==> src/rtl/ldpc_dec_ctrl.sv <==
// LDPC decoder top-level sequencer.
// Accepts a frame start, streams channel LLRs into the cell memories, then
// alternates check-node and variable-node phases until parity passes or the
// iteration limit is reached, runs the hard-decision output phase and
// reports completion. The phase code, sync strobe and latched code rate
// drive the LLR store and the node units.
//
//   state | meaning
//   ------+---------------------------------------------------------------
//   IDLE  | waiting for start; frame results (iter_cnt, early_stop) held
//   LOAD  | accepting FRM_LEN channel LLRs over the valid/ready handshake
//   CNU   | check-node phase, CNU_LEN cycles
//   VNU   | variable-node phase, VNU_LEN cycles; iteration decision on last
//   OUT   | hard-decision output phase, OUT_LEN cycles
//   DONE  | single-cycle completion pulse, then back to IDLE
module ldpc_dec_ctrl #(
    parameter int D_WID   = 6,
    parameter int N_CELL  = 36,
    parameter int Z       = 64,
    parameter int CNU_LEN = 64,
    parameter int VNU_LEN = 64,
    parameter int OUT_LEN = 64,
    parameter int IT_WID  = 5
) (
    input  logic              clk,
    input  logic              reset_n,
    input  logic              start,
    input  logic              code_rate_i,
    input  logic [IT_WID-1:0] max_iter,
    input  logic [D_WID-1:0]  llr_in,
    input  logic              llr_vld,
    output logic              llr_rdy,
    output logic [D_WID-1:0]  data_out,
    output logic              sync_out,
    output logic [3:0]        fsm_state,
    output logic              code_rate,
    input  logic              parity_ok,
    output logic [IT_WID-1:0] iter_cnt,
    output logic              busy,
    output logic              done,
    output logic              early_stop
);

    localparam int FRM_LEN = N_CELL * Z;
    localparam int PH_MAX0 = (CNU_LEN > VNU_LEN) ? CNU_LEN : VNU_LEN;
    localparam int PH_MAX  = (PH_MAX0 > OUT_LEN) ? PH_MAX0 : OUT_LEN;
    localparam int PH_W    = (PH_MAX > 1) ? $clog2(PH_MAX) : 1;
    localparam int LD_W    = (FRM_LEN > 1) ? $clog2(FRM_LEN) : 1;

    localparam logic [LD_W-1:0]   LD_LAST  = LD_W'(FRM_LEN - 1);
    localparam logic [PH_W-1:0]   CNU_LAST = PH_W'(CNU_LEN - 1);
    localparam logic [PH_W-1:0]   VNU_LAST = PH_W'(VNU_LEN - 1);
    localparam logic [PH_W-1:0]   OUT_LAST = PH_W'(OUT_LEN - 1);
    localparam logic [IT_WID-1:0] IT_ONE   = IT_WID'(1);
    localparam logic [IT_WID-1:0] IT_MAX   = {IT_WID{1'b1}};

    typedef enum logic [3:0] {
        S_IDLE = 4'h0,
        S_LOAD = 4'h1,
        S_CNU  = 4'h2,
        S_VNU  = 4'h3,
        S_OUT  = 4'h4,
        S_DONE = 4'h5
    } state_t;

    state_t            state_q;
    state_t            state_d;
    logic [LD_W-1:0]   ld_cnt;
    logic [PH_W-1:0]   ph_cnt;
    logic [IT_WID-1:0] max_iter_q;
    logic [IT_WID-1:0] iter_inc;
    logic              xfer;
    logic              start_acc;
    logic              vnu_last;

    // Handshake and decision qualifiers shared by the next-state and context logic
    always_comb begin
        xfer      = (state_q == S_LOAD) && llr_vld;
        start_acc = (state_q == S_IDLE) && start;
        vnu_last  = (state_q == S_VNU) && (ph_cnt == VNU_LAST);
        iter_inc  = (iter_cnt == IT_MAX) ? iter_cnt : iter_cnt + IT_ONE;
    end

    // State register
    always_ff @(posedge clk or negedge reset_n) begin
        if (!reset_n) begin
            state_q <= S_IDLE;
        end else begin
            state_q <= state_d;
        end
    end

    // Next-state logic; the iteration decision uses the post-increment count
    // and parity wins when it coincides with the iteration limit
    always_comb begin
        state_d = state_q;
        case (state_q)
            S_IDLE: begin
                if (start) state_d = S_LOAD;
            end
            S_LOAD: begin
                if (xfer && (ld_cnt == LD_LAST)) state_d = S_CNU;
            end
            S_CNU: begin
                if (ph_cnt == CNU_LAST) state_d = S_VNU;
            end
            S_VNU: begin
                if (ph_cnt == VNU_LAST) begin
                    if (parity_ok || (iter_inc == max_iter_q)) state_d = S_OUT;
                    else                                       state_d = S_CNU;
                end
            end
            S_OUT: begin
                if (ph_cnt == OUT_LAST) state_d = S_DONE;
            end
            S_DONE: begin
                state_d = S_IDLE;
            end
            default: begin
                state_d = S_IDLE;
            end
        endcase
    end

    // Outputs decoded from the registered state
    always_comb begin
        llr_rdy   = (state_q == S_LOAD);
        busy      = (state_q != S_IDLE);
        done      = (state_q == S_DONE);
        fsm_state = state_q;
    end

    // Load and phase counters, cleared on every state change
    always_ff @(posedge clk or negedge reset_n) begin
        if (!reset_n) begin
            ld_cnt <= '0;
            ph_cnt <= '0;
        end else if (state_d != state_q) begin
            ld_cnt <= '0;
            ph_cnt <= '0;
        end else begin
            if (xfer) ld_cnt <= ld_cnt + 1'b1;
            if ((state_q == S_CNU) || (state_q == S_VNU) || (state_q == S_OUT))
                ph_cnt <= ph_cnt + 1'b1;
        end
    end

    // Load path: one-cycle registered LLR with aligned sync strobe
    always_ff @(posedge clk or negedge reset_n) begin
        if (!reset_n) begin
            data_out <= '0;
            sync_out <= 1'b0;
        end else begin
            sync_out <= xfer;
            if (xfer) data_out <= llr_in;
        end
    end

    // Frame context: latched on accepted start, iteration results held until the next one
    always_ff @(posedge clk or negedge reset_n) begin
        if (!reset_n) begin
            code_rate  <= 1'b0;
            max_iter_q <= '0;
            iter_cnt   <= '0;
            early_stop <= 1'b0;
        end else if (start_acc) begin
            code_rate  <= code_rate_i;
            max_iter_q <= (max_iter == '0) ? IT_ONE : max_iter;
            iter_cnt   <= '0;
            early_stop <= 1'b0;
        end else if (vnu_last) begin
            iter_cnt <= iter_inc;
            if (parity_ok) early_stop <= 1'b1;
        end
    end

endmodule

==> config.mk <==
export PLATFORM = sky130hd
export DESIGN_NAME = ldpc_dec_ctrl
export DESIGN_NICKNAME = d
export VERILOG_FILES = /design/src/rtl/ldpc_dec_ctrl.sv
export SDC_FILE = /design/constraint.sdc
export NUM_CORES = 1
export LEC_CHECK = 0
export ABC_AREA = 0
export CAP_MARGIN = 10
export CORE_UTILIZATION = 45
export CTS_CLUSTER_SIZE = 16
export DETAILED_ROUTE_END_ITERATION = 8
export PLACE_DENSITY = 0.83
export SYNTH_ARGS = -nofsm -noshare
export SYNTH_HDL_FRONTEND = slang
export SYNTH_SLANG_ARGS = --single-unit
==> constraint.sdc <==
create_clock -name clk -period 2.2 [get_ports clk]
set_clock_uncertainty 0.15 [all_clocks]
set_input_delay 0.44 -clock clk [delete_from_list [all_inputs] [get_ports clk]]
set_output_delay 0.44 -clock clk [all_outputs]
set_load 0.03 [all_outputs]
==> Word-level counts from Yosys, hierarchy flattened <==
Cells that the tools add are included.
{ "word_totals": {"regBits": 41, "input_bits": 17, "output_inout_bits": 21, "elab_cells": 55} }
{ "classes": {"n_addsub": 3, "n_eq_ne": 10, "n_mux": 18, "reduce_logical": 15} }
{ "ops": {"columns": ["operator", "count"], "rows": [
  ["two-way mux 12 bit", 2],
  ["two-way mux 4 bit", 5],
  ["two-way mux 5 bit", 4],
  ["case mux 4 bit (5 select lines)", 1],
  ["adder 12 x 1 -> 12 bit (second input constant)", 1],
  ["== test 12 bit (second input constant)", 1],
  ["two-way mux 6 bit", 2],
  ["== test 4 x 2 -> 1 bit (second input constant)", 2],
  ["== test 4 x 3 -> 1 bit (second input constant)", 2],
  ["nonzero test 2 bit", 4],
  ["adder 6 x 1 -> 6 bit (second input constant)", 1],
  ["== test 6 bit (second input constant)", 1],
  ["adder 5 x 1 -> 5 bit (second input constant)", 1],
  ["== test 5 bit", 1],
  ["== test 5 bit (second input constant)", 1],
  ["zero test 5 bit", 1],
  ["== test 4 x 1 -> 1 bit (second input constant)", 1],
  ["logical AND 1 bit", 4],
  ["zero test 4 bit", 1],
  ["inequality test 4 bit", 1],
  ["nonzero test 4 bit", 1],
  ["logical OR 1 bit", 3],
  ["two-way mux 1 bit", 3],
  ["two-way mux 3 bit", 1],
  ["AND reduction 2 bit", 1]
]} }

==> Depth between registers and ports, before layout <==
{ "logic_depth": {"depth_word": 9, "depth_mapped": 8, "depth_no_buf": 6} }

==> Least setup slack after synthesis <==
Ideal clock, no wire load.
{ "synth_path": {"path_type": "register -> register", "start": "register iter_cnt[0]", "end": "register state_q[2], in the netlist fsm_state[2]", "setup_time_ps": 65, "arrival_time_ps": 2069, "t_required_ps": 1985, "slack_ps": -84, "stages_incl_launch_ff": 6, "n_path_buf": 0, "synth_period_minus_slack_ps": 2284, "cell_sequence": "dfrtp_1 ha_1 xnor2_1 or4b_2 a211oi_1 a31o_2"} }
{ "synth_via": {"elab_chain_len": 7, "elab_cells_between_ends": 8, "classes_between": "add/sub: 1; eq/ne: 2; mux: 4; reduce/logical: 1"} }
{ "synth_rtl": {"columns": ["item", "line", "text"], "rows": [
  ["start: declaration", "38", "output logic [IT_WID-1:0] iter_cnt,"],
  ["start signal: assignment", "172", "iter_cnt <= iter_inc;"],
  ["adder 5 x 1 -> 5 bit / == test 5 bit (equally long branches)", "81", "iter_inc = (iter_cnt == IT_MAX) ? iter_cnt : iter_cnt + IT_ONE;"],
  ["two-way mux 5 bit (*)", "81", null],
  ["== test 5 bit (*)", "109", "if (parity_ok || (iter_inc == max_iter_q)) state_d = S_OUT;"],
  ["logical OR 1 bit (*)", "109", null],
  ["two-way mux 3 bit (*)", "109", null],
  ["two-way mux 4 bit (*)", "108", "if (ph_cnt == VNU_LAST) begin"],
  ["case mux 4 bit (5 select lines) (*)", "97", "case (state_q)"],
  ["net state_d[2]", "67", "state_t state_d;"],
  ["end signal: assignment", "89", "state_q <= state_d;"],
  ["end: declaration", "66", "state_t state_q;"]
]} }
Mark *: on every way through the listed nets, which the timed path passes. The rest lies on a longest branch.
A chain may end at the register's enable or synchronous reset.

==> Worst setup path in the final report <==
{ "layout_path": {"start": "register state_q[1], in the netlist fsm_state[1]", "end": "output llr_rdy"} }
{ "layout_via": {"elab_chain_len": 1} }
{ "layout_rtl": {"columns": ["item", "line", "text"], "rows": [
  ["== test 4 x 1 -> 1 bit", "127", "llr_rdy = (state_q == S_LOAD);"],
  ["end: declaration", "32", "output logic llr_rdy,"]
]} }
Every way passes these cells.

==> metrics.txt <==
total number of vias 1791; Synth Warn # 0; cts hold-fix bufs 0; asr flop ratio synth 1.00; crit path capture type primary output; CTS tree built; global-route wire length before repair between 7000 and 8000 um; drc violations 8; Synth cell types 44; Sink Count 41; Final Cell Area 2820 um^2; post-route core utilization 0.635; Slowest-stage cell, CP or4b_4; share of layout cells above drive strength 1 0.209; worst-skew pair later-pin latency ~300 ps; ant diodes 0; post-synthesis mux area share 0.0412; syn_area_per_cell between 10 and 15 um^2; grt total ovfl 0; RD Place Congestion 0.915; combinational family with the most area after synthesis simple AND/OR/NAND/NOR gates; R2R cell count 5; clk root buf clkbuf_8; normalized max-slew margin 0.555; Net Sw Frac 0.266; ANT nets after route 0; Mapped Nets 232; pin count of the biggest net entering global routing 30; gr usage total 0.209; starting density of the core 0.479; final setup TNS 0 ps; Hold Vio Cnt, Final 0; wire per inst around 15 um; final setup fails 0; P_leak ~1.2 nW; Synth Area in Compound Gates 0.0899; Layout Nets between 200 and 300; maximum operating frequency 463 MHz; Die Footprint 5010 um^2; antenna violations before repair 0; Core Area 4440 um^2; worst path required time between 1500 and 2000 ps; Sw Pwr 0.000483 W; Least-Margin Pin Slew 667 ps; Post-Synthesis Cells 212; Final Cycle Share 0.981; Routed WL around 4700 um; area share of fa/ha/maj cells after synthesis 0.0223; DP HPWL approximately 3300 um; MaxCap Viol Count 0; DRT Pass-1 Iters 6; Slew Limit Fails 0; failing checks design-rule violations; Synth Area in XOR/XNOR 0.0905; critical path class reg2out; placed inst area roughly 2600 um^2; worst endpoint data arrival time 1570 ps; VDD IR max 0.000549 V; RSZ-0062 raised after global routing no; Die W just over 70 um; Detailed Route Iter0 Violations 170; R2R Setup Slk 90 ps; largest cells by area after synthesis dfrtp_1 (48%), xor2_1 (6.2%), nand2_1 (5.5%); number of vias per cell 5.51; critical path cell sequence or4b_4 -> clkinv_4 -> buf_4; Worst Hold Class in2async; number of global-route vias before repair 1706; Worst path max stage delay 590 ps; Synth top area share 0.482; crit path from fsm_state[1]; Clk pwr share 0.351; status finished with violations; Clock Tree Buf Depth 2; Tot Pwr between 0.0015 and 0.002 W; cell area after synthesis 2130 um^2; Synth area leader dfrtp_1; # rows 24; P per Cell Area 643 nW/um^2; post-synthesis sequential area ratio 0.482; number of synthesized flops with an enable pin 0; Gate power share 0.186; Port Buffers 37; Synth Register Bits a little over 40; io pins 38; die height 70.8 um; clock slew at reported path FFs approximately 80 ps; crit path launch type flop; Post-Synth Simple-Gate Area 0.243; number of CTS-inserted buffers 5; RR Endpoint fsm_state[1]; Internal 0.00133 W; peak fanout along the critical path 7; H-tree levels 2; min Tclk post-route 2160 ps; Flop pwr share 0.462; Synth Flop Type dfrtp_1; Worst R2R Start iter_cnt[0]; Area growth, synth to finish 32.6%
[placed cells by master (no fill, tap or decap), drive strengths merged, types with 2 or more instances in the layout]
cell	Yosys	final
dfrtp	41	41
clkdlybuf4s50	0	33
nand2	32	32
nor2	27	27
buf	3	23
xor2	15	15
a21oi	10	10
and3	7	7
nand4	7	7
nand3	7	7
xnor2	7	7
clkbuf	2	7
and4	6	6
mux2	6	6
and2	5	5
inv	4	4
o21ai	4	4
nor3	3	3
ha	3	3
a31oi	2	2
mux2i	2	2
dlygate4sd2	0	2
or4b	2	2
a211oi	2	2
[power groups by stage]
stage	Combinational (W)	Clock (W)	Sequential, W
2_1_floorplan	0.000113	0	0.000919
3_3_place_gp	0.000329	0	0.000851
3_5_place_dp	0.000335	0	0.000854
4_1_cts	0.000336	0.000650	0.000839
5_1_grt	0.000361	0.000673	0.000849
6_report	0.000338	0.000637	0.000840
[metal layers]
layer | GRT usage | share of wire | up-vias
met5 | 0 | 0 | -
met4 | 0.0867 | 0.019 | 0
met3 | 0.0513 | 0.054 | 10
met2 | 0.327 | 0.49 | 53
met1 | 0.278 | 0.44 | 869
li1 | - | - | 859
[how the worst max path moves through the flow]
stage,slack (ps),endpoint,cells past startpoint
finish,40,llr_rdy,3
global route,10,llr_rdy,3
floorplan,20,fsm_state[2],5
global placement,90,ph_cnt[4],7
detailed placement,40,ld_cnt[5],7
CTS,4,llr_rdy,3
[cells in the mapped netlist (all sizes together) (4+ instances only)]
library cell  count
dfrtp            41
nand2            32
nor2             27
xor2             15
a21oi            10
and3              7
nand3             7
nand4             7
xnor2             7
and4              6
mux2              6
and2              5
inv               4
o21ai             4
[metrics by stage]
stage          std cells  hold WS [ps]  setup WS, ps
2_1_floorplan        212         -5.59          21.6
3_3_place_gp         310           310          89.1
3_5_place_dp         310           320          42.1
4_1_cts              320          37.9          4.14
5_1_grt              325          66.9          10.1
6_report             325          12.5          42.4
[critical path: cells and delay by family, from the launching register on]
kind / cells / cell delay [ps]
buf+inv: 2 / 260
simple gates: 1 / 590
flops: 1 / 420
[sequential cells by signal, indices dropped and copies added, names as in the netlist]
signal / cells
ld_cnt: 12
data_out: 6
ph_cnt: 6
iter_cnt: 5
max_iter_q: 5
fsm_state: 4
code_rate: 1
early_stop: 1
sync_out: 1
[cell type report]
type,count,area (um^2)
clock buffer,7,86.3
clock inverter,1,30.0
fill,357,1620
inverter,5,23.8
multi-input combinational,161,1070
sequential,41,1030
tap,52,65.1
timing repair buffer,58,518
[what timing repair did]
item	4_1_cts	5_1_grt
resized for setup	4	4
setup buffers	2	5
endpoints found under the setup margin	3	3
hold endpoints to repair	0	0
pin swaps	0	1
[logic make-up (layout without fill, tap and decap cells)]
kind of cell / Yosys count / count (layout)
flip-flops: 41 / 41
XOR/XNOR: 22 / 22
AO/OA/AOI/OAI: 25 / 25
adder cells (fa/ha/maj): 4 / 4
buffers and inverters: 10 / 71
AND/OR/NAND/NOR: 101 / 101
other: 1 / 1
multiplexers: 8 / 8
Power figures use the tool's default switching activity.
